--- config.mk ---
export PLATFORM = sky130hd
export DESIGN_NAME = cpu
export DESIGN_NICKNAME = d
export VERILOG_FILES = /design/src/rtl/cpu_pkg.sv /design/src/rtl/alu.sv /design/src/rtl/reg_file.sv /design/src/rtl/cpu.sv
export SDC_FILE = /design/constraint.sdc
export NUM_CORES = 1
export LEC_CHECK = 0
export BUFFER_PORTS_ARGS = -buffer_cell sky130_fd_sc_hd__buf_2
export CORE_AREA = 2 2 122 124
export DETAILED_ROUTE_END_ITERATION = 8
export DIE_AREA = 0 0 124 126
export PLACE_DENSITY_LB_ADDON = 0.2
export SLEW_MARGIN = 20
export SYNTH_ARGS = -nofsm -noshare
export SYNTH_HDL_FRONTEND = slang
export SYNTH_SLANG_ARGS = --single-unit
--- constraint.sdc ---
create_clock -name CLK -period 7.1 [get_ports CLK]
set_clock_uncertainty 0.1 [all_clocks]
set_input_delay 0.355 -clock CLK [delete_from_list [all_inputs] [get_ports CLK]]
set_output_delay 0.355 -clock CLK [all_outputs]
set_load 0.01 [all_outputs]
--- src/rtl/cpu_pkg.sv ---
// Shared constants for the 8-bit single-cycle core: opcodes, ALU selects,
// instruction field positions and the reset PC.
`default_nettype none

package cpu_pkg;

  localparam logic [7:0] OP_LOADI = 8'h00;
  localparam logic [7:0] OP_MOV   = 8'h01;
  localparam logic [7:0] OP_ADD   = 8'h02;
  localparam logic [7:0] OP_SUB   = 8'h03;
  localparam logic [7:0] OP_AND   = 8'h04;
  localparam logic [7:0] OP_OR    = 8'h05;
  localparam logic [7:0] OP_J     = 8'h06;
  localparam logic [7:0] OP_BEQ   = 8'h07;
  localparam logic [7:0] OP_SLL   = 8'h08;
  localparam logic [7:0] OP_SRL   = 8'h09;
  localparam logic [7:0] OP_SRA   = 8'h0A;
  localparam logic [7:0] OP_ROR   = 8'h0B;

  localparam logic [2:0] ALU_FWD = 3'b000;
  localparam logic [2:0] ALU_ADD = 3'b001;
  localparam logic [2:0] ALU_AND = 3'b010;
  localparam logic [2:0] ALU_OR  = 3'b011;
  localparam logic [2:0] ALU_SLL = 3'b100;
  localparam logic [2:0] ALU_SRL = 3'b101;
  localparam logic [2:0] ALU_SRA = 3'b110;
  localparam logic [2:0] ALU_ROR = 3'b111;

  localparam int OPCODE_MSB = 31;
  localparam int OPCODE_LSB = 24;
  localparam int DEST_MSB   = 18;
  localparam int DEST_LSB   = 16;
  localparam int OFFSET_MSB = 23;
  localparam int OFFSET_LSB = 16;
  localparam int SRC1_MSB   = 10;
  localparam int SRC1_LSB   = 8;
  localparam int SRC2_MSB   = 2;
  localparam int SRC2_LSB   = 0;
  localparam int IMM_MSB    = 7;
  localparam int IMM_LSB    = 0;

  localparam logic [31:0] RESET_PC = 32'h0000_0000;

  // Register write-back happens for data-processing opcodes only.
  function automatic logic op_writes(input logic [7:0] op);
    return (op <= OP_OR) || ((op >= OP_SLL) && (op <= OP_ROR));
  endfunction

endpackage

`default_nettype wire

--- src/rtl/alu.sv ---
// 8-bit ALU: forward, add, and, or and the four shift/rotate operations.
`default_nettype none

module alu
  import cpu_pkg::*;
(
  input  logic [7:0] DATA1,
  input  logic [7:0] DATA2,
  input  logic [2:0] SELECT,
  output logic [7:0] RESULT,
  output logic       ZERO
);

  logic [2:0] rot;
  logic [15:0] rot_dbl;

  assign rot     = DATA2[2:0];
  assign rot_dbl = {DATA1, DATA1} >> rot;

  always_comb begin
    RESULT = 8'h00;
    case (SELECT)
      ALU_FWD: RESULT = DATA2;
      ALU_ADD: RESULT = DATA1 + DATA2;
      ALU_AND: RESULT = DATA1 & DATA2;
      ALU_OR:  RESULT = DATA1 | DATA2;
      ALU_SLL: RESULT = DATA1 << DATA2;
      ALU_SRL: RESULT = DATA1 >> DATA2;
      ALU_SRA: RESULT = $signed(DATA1) >>> DATA2;
      ALU_ROR: RESULT = rot_dbl[7:0];
      default: RESULT = 8'h00;
    endcase
  end

  assign ZERO = (RESULT == 8'h00);

endmodule

`default_nettype wire

--- src/rtl/reg_file.sv ---
// 8x8 register file: two combinational read ports, one edge-triggered write
// port; an asynchronous active-low reset clears every entry.
`default_nettype none

module reg_file (
  input  logic       CLK,
  input  logic       RESET,
  input  logic       WRITE,
  input  logic [7:0] IN,
  input  logic [2:0] INADDR,
  input  logic [2:0] OUT1ADDR,
  input  logic [2:0] OUT2ADDR,
  output logic [7:0] OUT1,
  output logic [7:0] OUT2
);

  logic [7:0] regs_q [8];

  always_ff @(posedge CLK or negedge RESET) begin
    if (!RESET) begin
      for (int i = 0; i < 8; i++) regs_q[i] <= 8'h00;
    end else if (WRITE) begin
      regs_q[INADDR] <= IN;
    end
  end

  // Reads see the stored value, so a same-cycle write is visible only after the edge.
  assign OUT1 = regs_q[OUT1ADDR];
  assign OUT2 = regs_q[OUT2ADDR];

endmodule

`default_nettype wire

--- src/rtl/cpu.sv ---
// Single-cycle 8-bit core: PC, next-PC logic, decoder and operand muxes
// around the register file and ALU.
`default_nettype none

module cpu
  import cpu_pkg::*;
(
  input  logic        CLK,
  input  logic        RESET,
  input  logic [31:0] INSTRUCTION,
  output logic [31:0] PC
);

  logic [31:0] pc_q, pc_d;
  logic [31:0] pc_plus4, branch_target;

  logic [7:0] opcode, offset, imm;
  logic [2:0] dest, src1, src2;
  logic       unused_bits;

  logic [2:0] alu_select;
  logic       write_en, use_imm, negate, is_branch, is_jump;

  logic [7:0] rd1, rd2, neg_rd2, data2, alu_result;
  logic       alu_zero;

  assign opcode      = INSTRUCTION[OPCODE_MSB:OPCODE_LSB];
  assign dest        = INSTRUCTION[DEST_MSB:DEST_LSB];
  assign offset      = INSTRUCTION[OFFSET_MSB:OFFSET_LSB];
  assign src1        = INSTRUCTION[SRC1_MSB:SRC1_LSB];
  assign src2        = INSTRUCTION[SRC2_MSB:SRC2_LSB];
  assign imm         = INSTRUCTION[IMM_MSB:IMM_LSB];
  assign unused_bits = ^INSTRUCTION[15:11];

  always_comb begin
    alu_select = ALU_FWD;
    use_imm    = 1'b0;
    negate     = 1'b0;
    is_branch  = 1'b0;
    is_jump    = 1'b0;
    write_en   = op_writes(opcode);
    case (opcode)
      OP_LOADI: begin alu_select = ALU_FWD; use_imm = 1'b1; end
      OP_MOV:   alu_select = ALU_FWD;
      OP_ADD:   alu_select = ALU_ADD;
      OP_SUB:   begin alu_select = ALU_ADD; negate = 1'b1; end
      OP_AND:   alu_select = ALU_AND;
      OP_OR:    alu_select = ALU_OR;
      OP_J:     is_jump = 1'b1;
      OP_BEQ:   begin alu_select = ALU_ADD; negate = 1'b1; is_branch = 1'b1; end
      OP_SLL:   begin alu_select = ALU_SLL; use_imm = 1'b1; end
      OP_SRL:   begin alu_select = ALU_SRL; use_imm = 1'b1; end
      OP_SRA:   begin alu_select = ALU_SRA; use_imm = 1'b1; end
      OP_ROR:   begin alu_select = ALU_ROR; use_imm = 1'b1; end
      default:  ;
    endcase
  end

  assign neg_rd2 = ~rd2 + 8'd1;
  assign data2   = use_imm ? imm : (negate ? neg_rd2 : rd2);

  reg_file u_rf (
    .CLK      (CLK),
    .RESET    (RESET),
    .WRITE    (write_en),
    .IN       (alu_result),
    .INADDR   (dest),
    .OUT1ADDR (src1),
    .OUT2ADDR (src2),
    .OUT1     (rd1),
    .OUT2     (rd2)
  );

  alu u_alu (
    .DATA1  (rd1),
    .DATA2  (data2),
    .SELECT (alu_select),
    .RESULT (alu_result),
    .ZERO   (alu_zero)
  );

  // Word offset relative to the following instruction; wraps modulo 2^32.
  assign pc_plus4      = pc_q + 32'd4;
  assign branch_target = pc_plus4 + {{22{offset[7]}}, offset, 2'b00};
  assign pc_d          = (is_jump || (is_branch && alu_zero)) ? branch_target : pc_plus4;

  always_ff @(posedge CLK or negedge RESET) begin
    if (!RESET) pc_q <= RESET_PC;
    else        pc_q <= pc_d;
  end

  assign PC = pc_q;

endmodule

`default_nettype wire

==> summary by stage, run 1 <==
Global routing
The first global-routing pass estimated 38900 um of wire. The number of antenna violations at the first check in global routing came to 0. The largest net degree at the start of global routing is 79. In the global route stage, overall resource usage came out at 0.317. The number of global-route vias before repair is 7500. The remaining global-route overflow is 0.

Critical path
The beginning of the critical path is INSTRUCTION[2]. Traced cell by cell, the critical path runs through buf_2 -> mux2_2 -> a2bb2oi_1 -> nand2_1 -> ha_1 -> o2111ai_1 -> and3_1 -> ha_1 -> a21o_1 -> a21oi_1 -> o21bai_1 -> a21oi_1 -> xor2_1 -> o221ai_1 -> a31oi_1 -> o21a_1 -> a32o_1 -> buf_4 -> and4_1 -> nand4_2 -> and2_4 -> mux2_2. The endpoint of the lowest-slack register-to-register path is PC[20]$_DFF_PN0_. The worst setup path is captured at a flip-flop. The critical path buffer and inverter count is 2.

The critical path in this run is classified as input pin to flip-flop. The startpoint identified for the worst register-to-register timing path is u_rf.regs_q[9]$_DFFE_PN0P_. For this run, the slowest stage of the critical path takes 830 ps. The most critical setup path has its endpoint at PC[20]$_DFF_PN0_. STA puts the critical path data required time at 7230 ps. The slack of the worst reg-to-reg path is 1270 ps.

The count of cell instances traversed by the critical path is 22. The cell at the slowest stage of the critical path is and3_1. The worst reg2reg path depth is 21.

The kind of cell with the highest combined delay on the critical path is compound AO/OA/AOI/OAI gates. The startpoint kind of the worst setup timing path is an input pin. Of all nets on the critical path, the largest fanout is 29. At the worst endpoint, the arrival time is 6140 ps.

STA
The final period demand of the worst path is 6010 ps. The number of slew-limit violations in the final report is 0. At the pin with the least slew margin, the transition time is 983 ps. Dividing the final minimum period by the clock period gives 0.846. Based on the critical path, the design can be clocked at up to 0.166 GHz.

Setup repair after global routing left no endpoint under its margin. The worst slew slack as a fraction of its limit is 0.344. The number of setup violations in the final report is 0.

The number of hold violations in the final report is 0. The worst-case setup margin in the final layout is 1090 ps. The setup TNS is 0 ps.

Power
Power spread over the standard cell area amounts to 204 mW/mm2. The static leakage is 4.20 nW. The peak supply drop is 130 uV.

Drt
The residual antenna-violating net count after detailed routing is 0. The post-route DRC violation count is 0. The count of routing violations after the opening detailed-route iteration is 744. The detailed-router iteration count before antenna repair is 6. Wires add up to 23700 um.

Dividing the detail-routed via count by the number of cells gives 6.52. The vias after detailed routing is 7817. Dividing the detail-routed wire length by the instance count gives 19.8 um.

Place
The HPWL reported at the end of detailed placement is 17100 um. The number of I/O port buffers is 58. The worst-case setup slack after placement is 803 ps. The placed instances occupy a cell area of 0.00898 mm2. The congestion estimate from routability-driven global placement came to 1.00.

Floorplanning
For this configuration, the core starts out at a cell density of 0.604. The floorplan step set the die height to 126 um. 66 I/O pins were placed. The die is 124 um wide.

The floorplan has 44 rows. In this run the standard cell core region covers 0.0143 mm2. The floorplan step defined a die boundary enclosing 0.0156 mm2.

Synthesis
The combined area of all synthesized cells is 0.00864 mm2. The mean cell area of the mapped netlist is 8.84 um2. Yosys printed 0 warnings.

The cell count after synthesis came out at 978. The commonest cells after synthesis are nand2_1, dfrtp_1, o21ai_0. For this run, the register share of the synthesized area comes to 0.272. The fraction of synthesis flops using an asynchronous set or reset pin is 1.00.

The share of synthesized area in the top cell type comes to 0.272. Among all flip-flop cells after synthesis, the most frequent one is dfrtp_1. The cell taking the most area after synthesis is dfrtp_1.

The distinct cell type count after synthesis is 92. The register bit count reported by yosys is 94. The most common cell in the synthesized netlist is nand2_1.

By area the synthesized netlist is led by dfrtp_1, ha_1, mux4_2. The number of synthesized flops with an enable pin is 0.

Clock tree
Counting the buffers created by CTS gives 9. The clock reaches the later pin of the worst-skew pair after 350 ps. The H-tree generated during clock tree synthesis spans 3 levels. The number of setup buffers added after CTS is 0. The hold buffer count at CTS is 1. The tree built by TritonCTS fans out to 94 sinks.

The clock transition at the register clock pins on the worst setup and hold paths after CTS is 70 ps. TritonCTS built the clock tree. The cell sitting at the root of the clock tree is a clkbuf_16. The worst-case clock buffer depth is 2.

Once the clock tree was built, the resizer swapped 0 gates to a different size.

Layout
The final layout contains 1093 nets. The synthesis-to-layout area growth is 7.33%. The footprint of the multi-input gates is 0.00587 mm2.

The post-route cell area is 0.00928 mm2. Counting the fill cells in the layout gives 1223. Of the cells placed in the final design, the portion with a size suffix greater than 1 is 0.176. Across the whole layout, storage elements account for 0.00235 mm2. The count of antenna diodes in the layout is 0.

Outcome
The flow ran to the end, and the final reports show no timing, DRC or antenna violations.

Min path
The worst min-delay path class is input pin to flip-flop.

Job
The max-cap violation count is 0.
==> state kept, by name, indices dropped and copies added, names as in the netlist <==
register,flops
PC,30
u_rf.regs_q,64
==> worst min-delay path by stage <==
stage                               start          endpoint  slack, ps  cells past startpoint
after detailed placement            RESET   PC[8]$_DFF_PN0_        140                      1
after global placement              RESET   PC[8]$_DFF_PN0_        140                      1
after global routing      INSTRUCTION[16]   PC[2]$_DFF_PN0_        320                      3
final                     INSTRUCTION[16]   PC[2]$_DFF_PN0_        300                      3
after CTS                 INSTRUCTION[16]   PC[2]$_DFF_PN0_        290                      3
after floorplan                     RESET  PC[10]$_DFF_PN0_        -40                      0
==> through the flow <==
stage	power, mW	instances	hold slack [ps]	util
2_1_floorplan	1.23	979	-40.6	-
3_3_place_gp	1.40	1182	136	0.627
3_5_place_dp	1.41	1182	135	0.627
4_1_cts	1.89	1199	294	0.648
5_1_grt	2.01	1199	320	0.648
6_report	1.89	1199	300	0.648
==> logic make-up (layout without fill, tap and decap cells) <==
| family | Yosys count | in the layout | share of synthesized area |
|---|---|---|---|
| other | 1 | 2 | 0.000434 |
| buffers and inverters | 87 | 123 | 0.0485 |
| DFF | 94 | 94 | 0.272 |
| adders and majority gates | 49 | 49 | 0.0727 |
| muxes | 102 | 102 | 0.166 |
| AOI/OAI and AO/OA | 263 | 263 | 0.202 |
| xor gates and xnor gates | 63 | 63 | 0.0638 |
| and+or+nand+nor | 319 | 319 | 0.174 |
==> placed cells by master, fill, tap and decap left out, drive strengths merged, types with 5 or more instances in the layout <==
cell	synthesis	final
a22oi	7	7
mux2	41	41
a21o	16	16
nand3b	5	5
xor2	20	20
ha	47	47
nor3	20	20
and3	8	8
o21ai	92	92
and2	7	7
o21bai	9	9
o21a	10	10
a31oi	11	11
dfrtp	94	94
nor2b	5	5
xnor2	43	43
a21oi	44	44
nand4	12	12
o211ai	8	8
nand2	117	117
o221ai	6	6
a211oi	10	10
nor4	8	8
nand3	46	46
o22ai	5	5
buf	32	70
nor2	73	73
clkbuf	19	9
mux2i	36	36
inv	35	40
mux4	25	25
==> layer usage <==
metal	part of all wire	track usage	vias up	wire length, um
met3	0.078	0.0530	56	1840
met4	0.026	0.106	0	618
met5	0	0	-	0
met2	0.47	0.506	316	11200
met1	0.42	0.437	3766	10100
li1	-	-	3679	-
==> tightest hold or removal path, delay by kind of cell <==
kind / cells / cell delay (ps)
adder cells (fa/ha/maj): 1 / 130
multiplexers: 1 / 140
buffers and inverters: 1 / 100
==> cell type report <==
type                    count  share of cell area
multi-input cells         798               0.633
flip-flops and latches     94               0.254
repair buffers             71              0.0424
well taps                 184              0.0248
clock buffers               9              0.0243
inverters                  36              0.0151
clock inverters             7             0.00648
==> power breakdown <==
group	switching [mW]	internal (mW)	leakage (nW)	total, mW
combinational	0.436	0.334	2.79	0.771
sequential	0.0577	0.589	1.27	0.647
clock	0.231	0.245	0.138	0.476
total	0.725	1.17	4.20	1.89
Power figures use the tool's default switching activity.
==> inputs of run 2 (changes only) <==
- CORE_AREA: 2 2 122 124 -> 2 2 128 130
- DIE_AREA: 0 0 124 126 -> 0 0 130 132
- clock period: 7.1 -> 5.5 ns (I/O delays scaled with it)
==> run 2 against run 1 <==
  * Die area rose by 9.8%
  * Non-clock buffer count rose by 37
  * Design area rose by 4.0%
  * Register-to-register slack got worse by 1000 ps
  * Routed wire length rose by 1.8%
  * Count of clock-buffer cells in the layout did not move
  * Flip-flop and latch count did not move
  * Clock power rose by 40%
  * Highest routed layer unchanged
  * Combinational power rose by 31%
  * Cell count rose by 5.8%
==> summary by stage, run 2 (synthesis gave the netlist of run 1 again) <==
Critical path
The startpoint kind of the worst setup timing path is a flip-flop (was input pin). The beginning of the critical path is u_rf.regs_q[1]$_DFFE_PN0P_ (was INSTRUCTION[2]). Cells traversed along the worst timing path: mux4_2 -> mux2i_4 -> ha_1 -> nor4_1 -> a311o_2 -> buf_4 -> ha_1 -> a21o_1 -> a21oi_1 -> nor2b_1 -> o21a_1 -> o41a_1 -> xnor2_1 -> o221ai_2 -> a2bb2oi_2 -> nor3b_1 -> and4_1 -> nand4_2 -> and2_4 -> mux2_4 (was buf_2 -> mux2_2 -> a2bb2oi_1 -> nand2_1 -> ha_1 -> o2111ai_1 -> and3_1 -> ha_1 -> a21o_1 -> a21oi_1 -> o21bai_1 -> a21oi_1 -> xor2_1 -> o221ai_1 -> a31oi_1 -> o21a_1 -> a32o_1 -> buf_4 -> and4_1 -> nand4_2 -> and2_4 -> mux2_2). The cell at the slowest stage of the critical path is mux4_2 (was and3_1). The launching point of the worst reg2reg path is u_rf.regs_q[1]$_DFFE_PN0P_ (was u_rf.regs_q[9]$_DFFE_PN0P_). The type of the worst setup path is flip-flop to flip-flop (was input pin to flip-flop). The endpoint type of the worst setup path is a flip-flop (unchanged). The worst-path maximum fanout is 14 (was 29). The data arrival time at the worst-slack endpoint came to 5360 ps (was 6140 ps). The worst stage delay on the critical path is 520 ps (was 830 ps). Among the stages of the critical path, the cell type that occurs most often is ha_1. The worst endpoint required time came to 5630 ps (was 7230 ps).

Global routing
The number of antenna violations at the first check in global routing is 0 (unchanged). The largest net degree at the start of global routing is 77 (was 79). The global router's overall resource usage is 0.287 (was 0.317). The first-pass GRT wire length came to 39000 um (was 38900 um). The number of global-route vias before repair is 7338 (was 7500). The remaining global-route overflow is 0 (unchanged).

Power
The static leakage was 4.40 nW (was 4.20 nW). The power per standard cell area is 260 mW/mm2 (was 204 mW/mm2). The total power after layout is 2.51 mW (was 1.89 mW). The peak supply drop came to 158 uV (was 130 uV).

STA
The worst slew slack as a fraction of its limit is 0.407 (was 0.344). The number of setup violations in the final report is 0 (unchanged). The highest clock frequency the design can meet is 0.191 GHz. The number of slew-limit violations in the final report is 0 (unchanged). The worst path needs 5230 ps of the cycle, external delays included. Setup repair after global routing missed its margin: no (unchanged). The slew of the pin with the lowest slew margin was 881 ps (was 983 ps). The number of hold violations in the final report is 0 (unchanged).

The worst hold slack after final layout came to 208 ps (was 300 ps). The worst-case setup margin in the final layout was 270 ps (was 1090 ps). Of the available clock period, the critical path in the final layout requires 0.951. The setup TNS is 0 ps (unchanged).

Drt
The count of routing violations after the opening detailed-route iteration is 742 (was 744). The number of vias per cell after detailed routing was 6.23 (was 6.52). The post-route DRC violation count is 0 (unchanged). The residual antenna-violating net count after detailed routing came to 0 (unchanged). The wire length per cell is 19.0 um (was 19.8 um). The wire length after detailed routing is 24100 um (was 23700 um). The vias after detailed routing is 7901 (was 7817).

The detailed-router iteration count before antenna repair came to 5 (was 6).

Layout
The register with the most flip-flops is u_rf.regs_q (unchanged). The synthesis-to-layout area growth is 11.6% (was 7.33%). Highest-count cells in the layout ignoring fill and taps: nand2_1, dfrtp_1, o21ai_0 (unchanged). The count of antenna diodes in the layout is 0 (unchanged).

The total number of nets in the final design was 1131 (was 1093). The utilization after layout is 0.614 (was 0.648). The flip-flop count of the largest register, all copies and words added is 64 (unchanged). The most common cell after layout, fill and taps aside is nand2_1 (unchanged). The count of non-filler cells in the finished layout is 1269 (was 1199). The post-route cell area was 0.00965 mm2 (was 0.00928 mm2). The layout cell share with drive strength beyond 1 is 0.207 (was 0.176).

Min path
The startpoint of the most critical hold path was INSTRUCTION[16] (unchanged). The worst min-delay path class was input pin to flip-flop (unchanged).

Clock tree
The clock transition at the register clock pins on the worst setup and hold paths after CTS is 80 ps (was 70 ps). The buffer cell driving the clock tree root is clkbuf_16 (unchanged). The CTS tree is yes (unchanged). The TritonCTS buffer count is 9 (unchanged). The number of sinks driven by the clock tree is 94 (unchanged). The worst-case clock buffer depth is 2 (unchanged). The number of H-tree levels is 3 (unchanged). The clock insertion delay at the later pin of the skew report is 350 ps (about the same).

Floorplanning
The floorplan die area is 0.0172 mm2 (was 0.0156 mm2). The starting density of the core is 0.550 (was 0.604). The height of the chip was 132 um (was 126 um). The core area is 0.0157 mm2 (was 0.0143 mm2). The top-level I/O count is 66 (unchanged). The die outline width is 130 um (was 124 um). The total number of placement rows is 46 (was 44).

Job
The max-cap violation count is 0 (unchanged).

Place
The cell count after placement is 1250 (was 1182). The worst-case setup slack after placement came to 10.0 ps (was 803 ps). The routability-driven placement congestion ratio is 1.04 (was 1.00). The number of I/O port buffers is 58 (unchanged).

The placement-stage cell area came to 0.00930 mm2 (was 0.00898 mm2). The HPWL reported at the end of detailed placement is 17800 um (was 17100 um).

Outcome
Run status: finished clean (unchanged).
## run 2: worst paths after layout
| kind | end | slack [ps] | cells after the start |
|---|---|---|---|
| worst max-delay path | PC[26]$_DFF_PN0_ | 270 | 20 |
| worst min-delay path | PC[2]$_DFF_PN0_ | 210 | 3 |
| worst max register to register | PC[26]$_DFF_PN0_ | 270 | 20 |
| worst min register to register | u_rf.regs_q[17]$_DFFE_PN0P_ | 400 | 2 |
| max in group asynchronous | PC[14]$_DFF_PN0_ | 4050 | 4 |
| min in group asynchronous | u_rf.regs_q[52]$_DFFE_PN0P_ | 220 | 2 |
## run 2: layout make-up
cell class | instances | area [um2]
fillers | 1416 | 6060
multi-input cells | 799 | 5890
flip-flops and latches | 94 | 2350
repair buffers | 108 | 683
well taps | 216 | 270
clock buffers | 9 | 225
inverters | 36 | 140
clock inverters | 7 | 83.8
## run 2: where the power goes
group          switching, mW  internal, mW
combinational          0.560         0.451
sequential            0.0746         0.760
clock                  0.303         0.363
## run 2: repair_timing
item / CTS / global route
endpoints found under the setup margin: 0 / 28
hold endpoints to repair: 18 / 0
hold buffers: 1 / 0
buffers inserted: 0 / 0
resized for setup: 0 / 2
## run 2: per-layer routing
layer	GRT usage	wire length [um]	vias up	share of wire
met5	0	0	-	0
met4	0.0938	688	0	0.029
met3	0.0536	1790	50	0.074
met2	0.439	11000	321	0.46
met1	0.410	10600	3779	0.44
li1	-	-	3751	-
## run 2: worst max-delay path, delay by kind of cell (launching register included)
| kind | cells | cell delay (ps) |
|---|---|---|
| adder cells (fa/ha/maj) | 2 | 480 |
| AO/OA/AOI/OAI | 7 | 1430 |
| buffers and inverters | 1 | 160 |
| flip-flops | 1 | 410 |
| AND/OR/NAND/NOR | 6 | 1320 |
| XOR/XNOR | 1 | 180 |
| multiplexers | 3 | 1020 |
==> inputs of run 3 (changes only) <==
- PLACE_DENSITY_LB_ADDON: 0.2 -> 0.12
==> run 3 against run 2 <==
  * Cell count is 0.16% lower
  * Non-clock buffer count is 2 lower
  * Worst setup slack better by 48 ps
  * Sequential power hardly changed
  * Register-to-register slack better by 50 ps
  * Routed wire length is 1.2% higher
  * Hold slack worse by 13 ps
  * Count of clock-buffer cells in the layout stayed put
  * Utilization is 0.23 points lower
  * Fmax is 0.92% higher
  * Largest power group unchanged
==> summary by stage, run 3 (synthesis gave the netlist of run 1 again) <==
Drt
The routed wire length on met2 was 11300 um (was 11000 um). The post-route DRC violation count came to 0 (unchanged). The residual antenna-violating net count after detailed routing is 0 (unchanged). The count of routing violations after the opening detailed-route iteration is 595 (was 742).

The wire length after detailed routing came to 24400 um (was 24100 um). The wire length per cell was 19.3 um (was 19.0 um). The routed length on met1 is 10900 um (was 10600 um). The number of vias per cell after detailed routing is 6.13 (was 6.23). The top routing layer in use is met4 (unchanged). The detailed-router iteration count before antenna repair was 5 (unchanged). The vias after detailed routing is 7769 (was 7901). The met3 routed wirelength is 1570 um (was 1790 um).

Global routing
The global router's overall resource usage was 0.294 (was 0.287). The largest net degree at the start of global routing is 71 (was 77). The number of antenna violations at the first check in global routing was 0 (unchanged). The first-pass GRT wire length came to 39800 um (was 39000 um). The remaining global-route overflow is 0 (unchanged). The number of global-route vias before repair is 7496 (was 7338).

Clock tree
The number of H-tree levels is 3 (unchanged). The worst-case clock buffer depth came to 2 (unchanged). The number of sinks driven by the clock tree is 94 (unchanged). The clock transition at the register clock pins on the worst setup and hold paths after CTS is 70 ps (was 80 ps). The clock insertion delay at the later pin of the skew report is 370 ps (was 350 ps). The CTS tree is yes (unchanged). The TritonCTS buffer count is 9 (unchanged). The buffer cell driving the clock tree root was clkbuf_16 (unchanged).

The count of buffers added by post-CTS timing repair for setup is 0 (unchanged).

STA
The slew of the pin with the lowest slew margin is 895 ps (was 881 ps). The worst slew slack as a fraction of its limit is 0.403 (was 0.407). The final worst-path cycle share came to 0.942 (was 0.951).

The highest clock frequency the design can meet is 0.193 GHz (was 0.191 GHz). The number of setup violations in the final report is 0 (unchanged). Setup repair after global routing missed its margin: no (unchanged). The number of hold violations in the final report is 0 (unchanged).

The setup TNS is 0 ps (unchanged). The number of slew-limit violations in the final report was 0 (unchanged). The final period demand of the worst path is 5180 ps (was 5230 ps).

Layout
The synthesis-to-layout area growth is 11.2% (was 11.6%). The filler cell count was 1442 (was 1416). The footprint of the multi-input gates is 0.00589 mm2 (unchanged). The area taken by flip-flops and latches is 0.00235 mm2 (unchanged).

The layout cell share with drive strength beyond 1 was 0.206 (was 0.207). The flip-flop count of the largest register, all copies and words added was 64 (unchanged). Highest-count cells in the layout ignoring fill and taps: nand2_1, dfrtp_1, o21ai_0 (unchanged). The count of antenna diodes in the layout is 0 (unchanged).

The total number of nets in the final design is 1129 (was 1131). The most common cell after layout, fill and taps aside is nand2_1 (unchanged). The post-route cell area came to 0.00961 mm2 (was 0.00965 mm2). The register with the most flip-flops was u_rf.regs_q (unchanged).

Critical path
The worst endpoint required time is 5650 ps (was 5630 ps). The slack of the worst reg-to-reg path is 320 ps (was 270 ps). The type of the worst setup path is flip-flop to flip-flop (unchanged). The startpoint kind of the worst setup timing path is a flip-flop (unchanged). The data arrival time at the worst-slack endpoint is 5330 ps (was 5360 ps). The destination of the critical timing path is PC[24]$_DFF_PN0_ (was PC[26]$_DFF_PN0_).

The endpoint of the lowest-slack register-to-register path was PC[24]$_DFF_PN0_ (was PC[26]$_DFF_PN0_). The worst-path maximum fanout is 14 (unchanged). The endpoint type of the worst setup path is a flip-flop (unchanged). The launching point of the worst reg2reg path is u_rf.regs_q[25]$_DFFE_PN0P_ (was u_rf.regs_q[1]$_DFFE_PN0P_). The beginning of the critical path was u_rf.regs_q[25]$_DFFE_PN0P_ (was u_rf.regs_q[1]$_DFFE_PN0P_). The worst reg2reg path depth came to 20 (unchanged).

Power
The peak supply drop came to 234 uV (was 158 uV). The total power after layout is 2.49 mW (was 2.51 mW). The power per standard cell area is 259 mW/mm2 (was 260 mW/mm2). The static leakage is 4.38 nW (was 4.40 nW).

Floorplanning
The starting density of the core is 0.550 (unchanged). The die outline width is 130 um (unchanged). The core area came to 0.0157 mm2 (unchanged). The top-level I/O count was 66 (unchanged). The height of the chip was 132 um (unchanged). The total number of placement rows is 46 (unchanged). The floorplan die area is 0.0172 mm2 (unchanged).

Outcome
Run status: finished clean (unchanged).

Place
The HPWL reported at the end of detailed placement is 18200 um (was 17800 um). The routability-driven placement congestion ratio is 0.989 (was 1.04). The number of I/O port buffers was 58 (unchanged).

The placement-stage cell area is 0.00929 mm2 (was 0.00930 mm2).

Min path
The startpoint of the most critical hold path is INSTRUCTION[16] (unchanged). The worst min-delay path class is input pin to flip-flop (unchanged).

Job
The max-cap violation count came to 0 (unchanged).
==> run 3: final cells by class <==
cell class / count / share of cell area
Clock inverter: 7 / 0.00781
Multi-Input combinational cell: 799 / 0.613
Tap cell: 216 / 0.0281
Clock buffer: 9 / 0.0234
Sequential cell: 94 / 0.245
Timing Repair Buffer: 106 / 0.0682
Inverter: 36 / 0.0146
==> run 3: worst min path at each step <==
stage / end / slack (ps) / cells past startpoint
6_report: PC[2]$_DFF_PN0_ / 200 / 3
5_1_grt: PC[2]$_DFF_PN0_ / 210 / 3
4_1_cts: PC[2]$_DFF_PN0_ / 190 / 3
3_5_place_dp: PC[10]$_DFF_PN0_ / 110 / 1
3_3_place_gp: PC[10]$_DFF_PN0_ / 110 / 1
2_1_floorplan: PC[10]$_DFF_PN0_ / -120 / 0
==> run 3: power by group <==
part           internal [mW]  switching [mW]
Combinational          0.452           0.560
Sequential             0.760          0.0750
Clock                  0.322           0.324
==> run 3: stage by stage <==
step	hold WS (ps)	util	worst slack (ps)	instances
after CTS	190	0.611	160	1266
after global placement	110	0.591	151	1249
after floorplan	-121	-	30.6	979
after global routing	213	0.612	46.0	1267
final	195	0.612	318	1267
after detailed placement	110	0.591	74.1	1249
==> run 3: repair_timing <==
| action | 4_1_cts | 5_1_grt |
|---|---|---|
| endpoints found under the hold margin | 24 | 0 |
| gates resized for setup | 0 | 2 |
| endpoints found under the setup margin | 0 | 28 |
| hold buffers | 1 | 0 |
==> run 3: metal layers <==
layer,track usage,up-vias
met3,0.0556,43
li1,-,3749
met4,0.0896,0
met1,0.413,3708
met5,0,-
met2,0.461,269
==> run 3: worst max-delay path, cell delays in order, from the launching register on <==
cell	delay, ps
dfrtp_1	400
mux4_2	490
mux2i_4	190
ha_1	270
nor4_1	290
a311o_2	270
clkinv_4	80
fa_1	450
a21o_1	170
a21oi_1	220
o21bai_1	90
a21oi_1	180
xor2_1	170
o221ai_1	140
a31oi_1	160
o21a_1	160
a32o_1	200
and4_1	200
nand4_2	190
and2_4	320
mux2_4	320
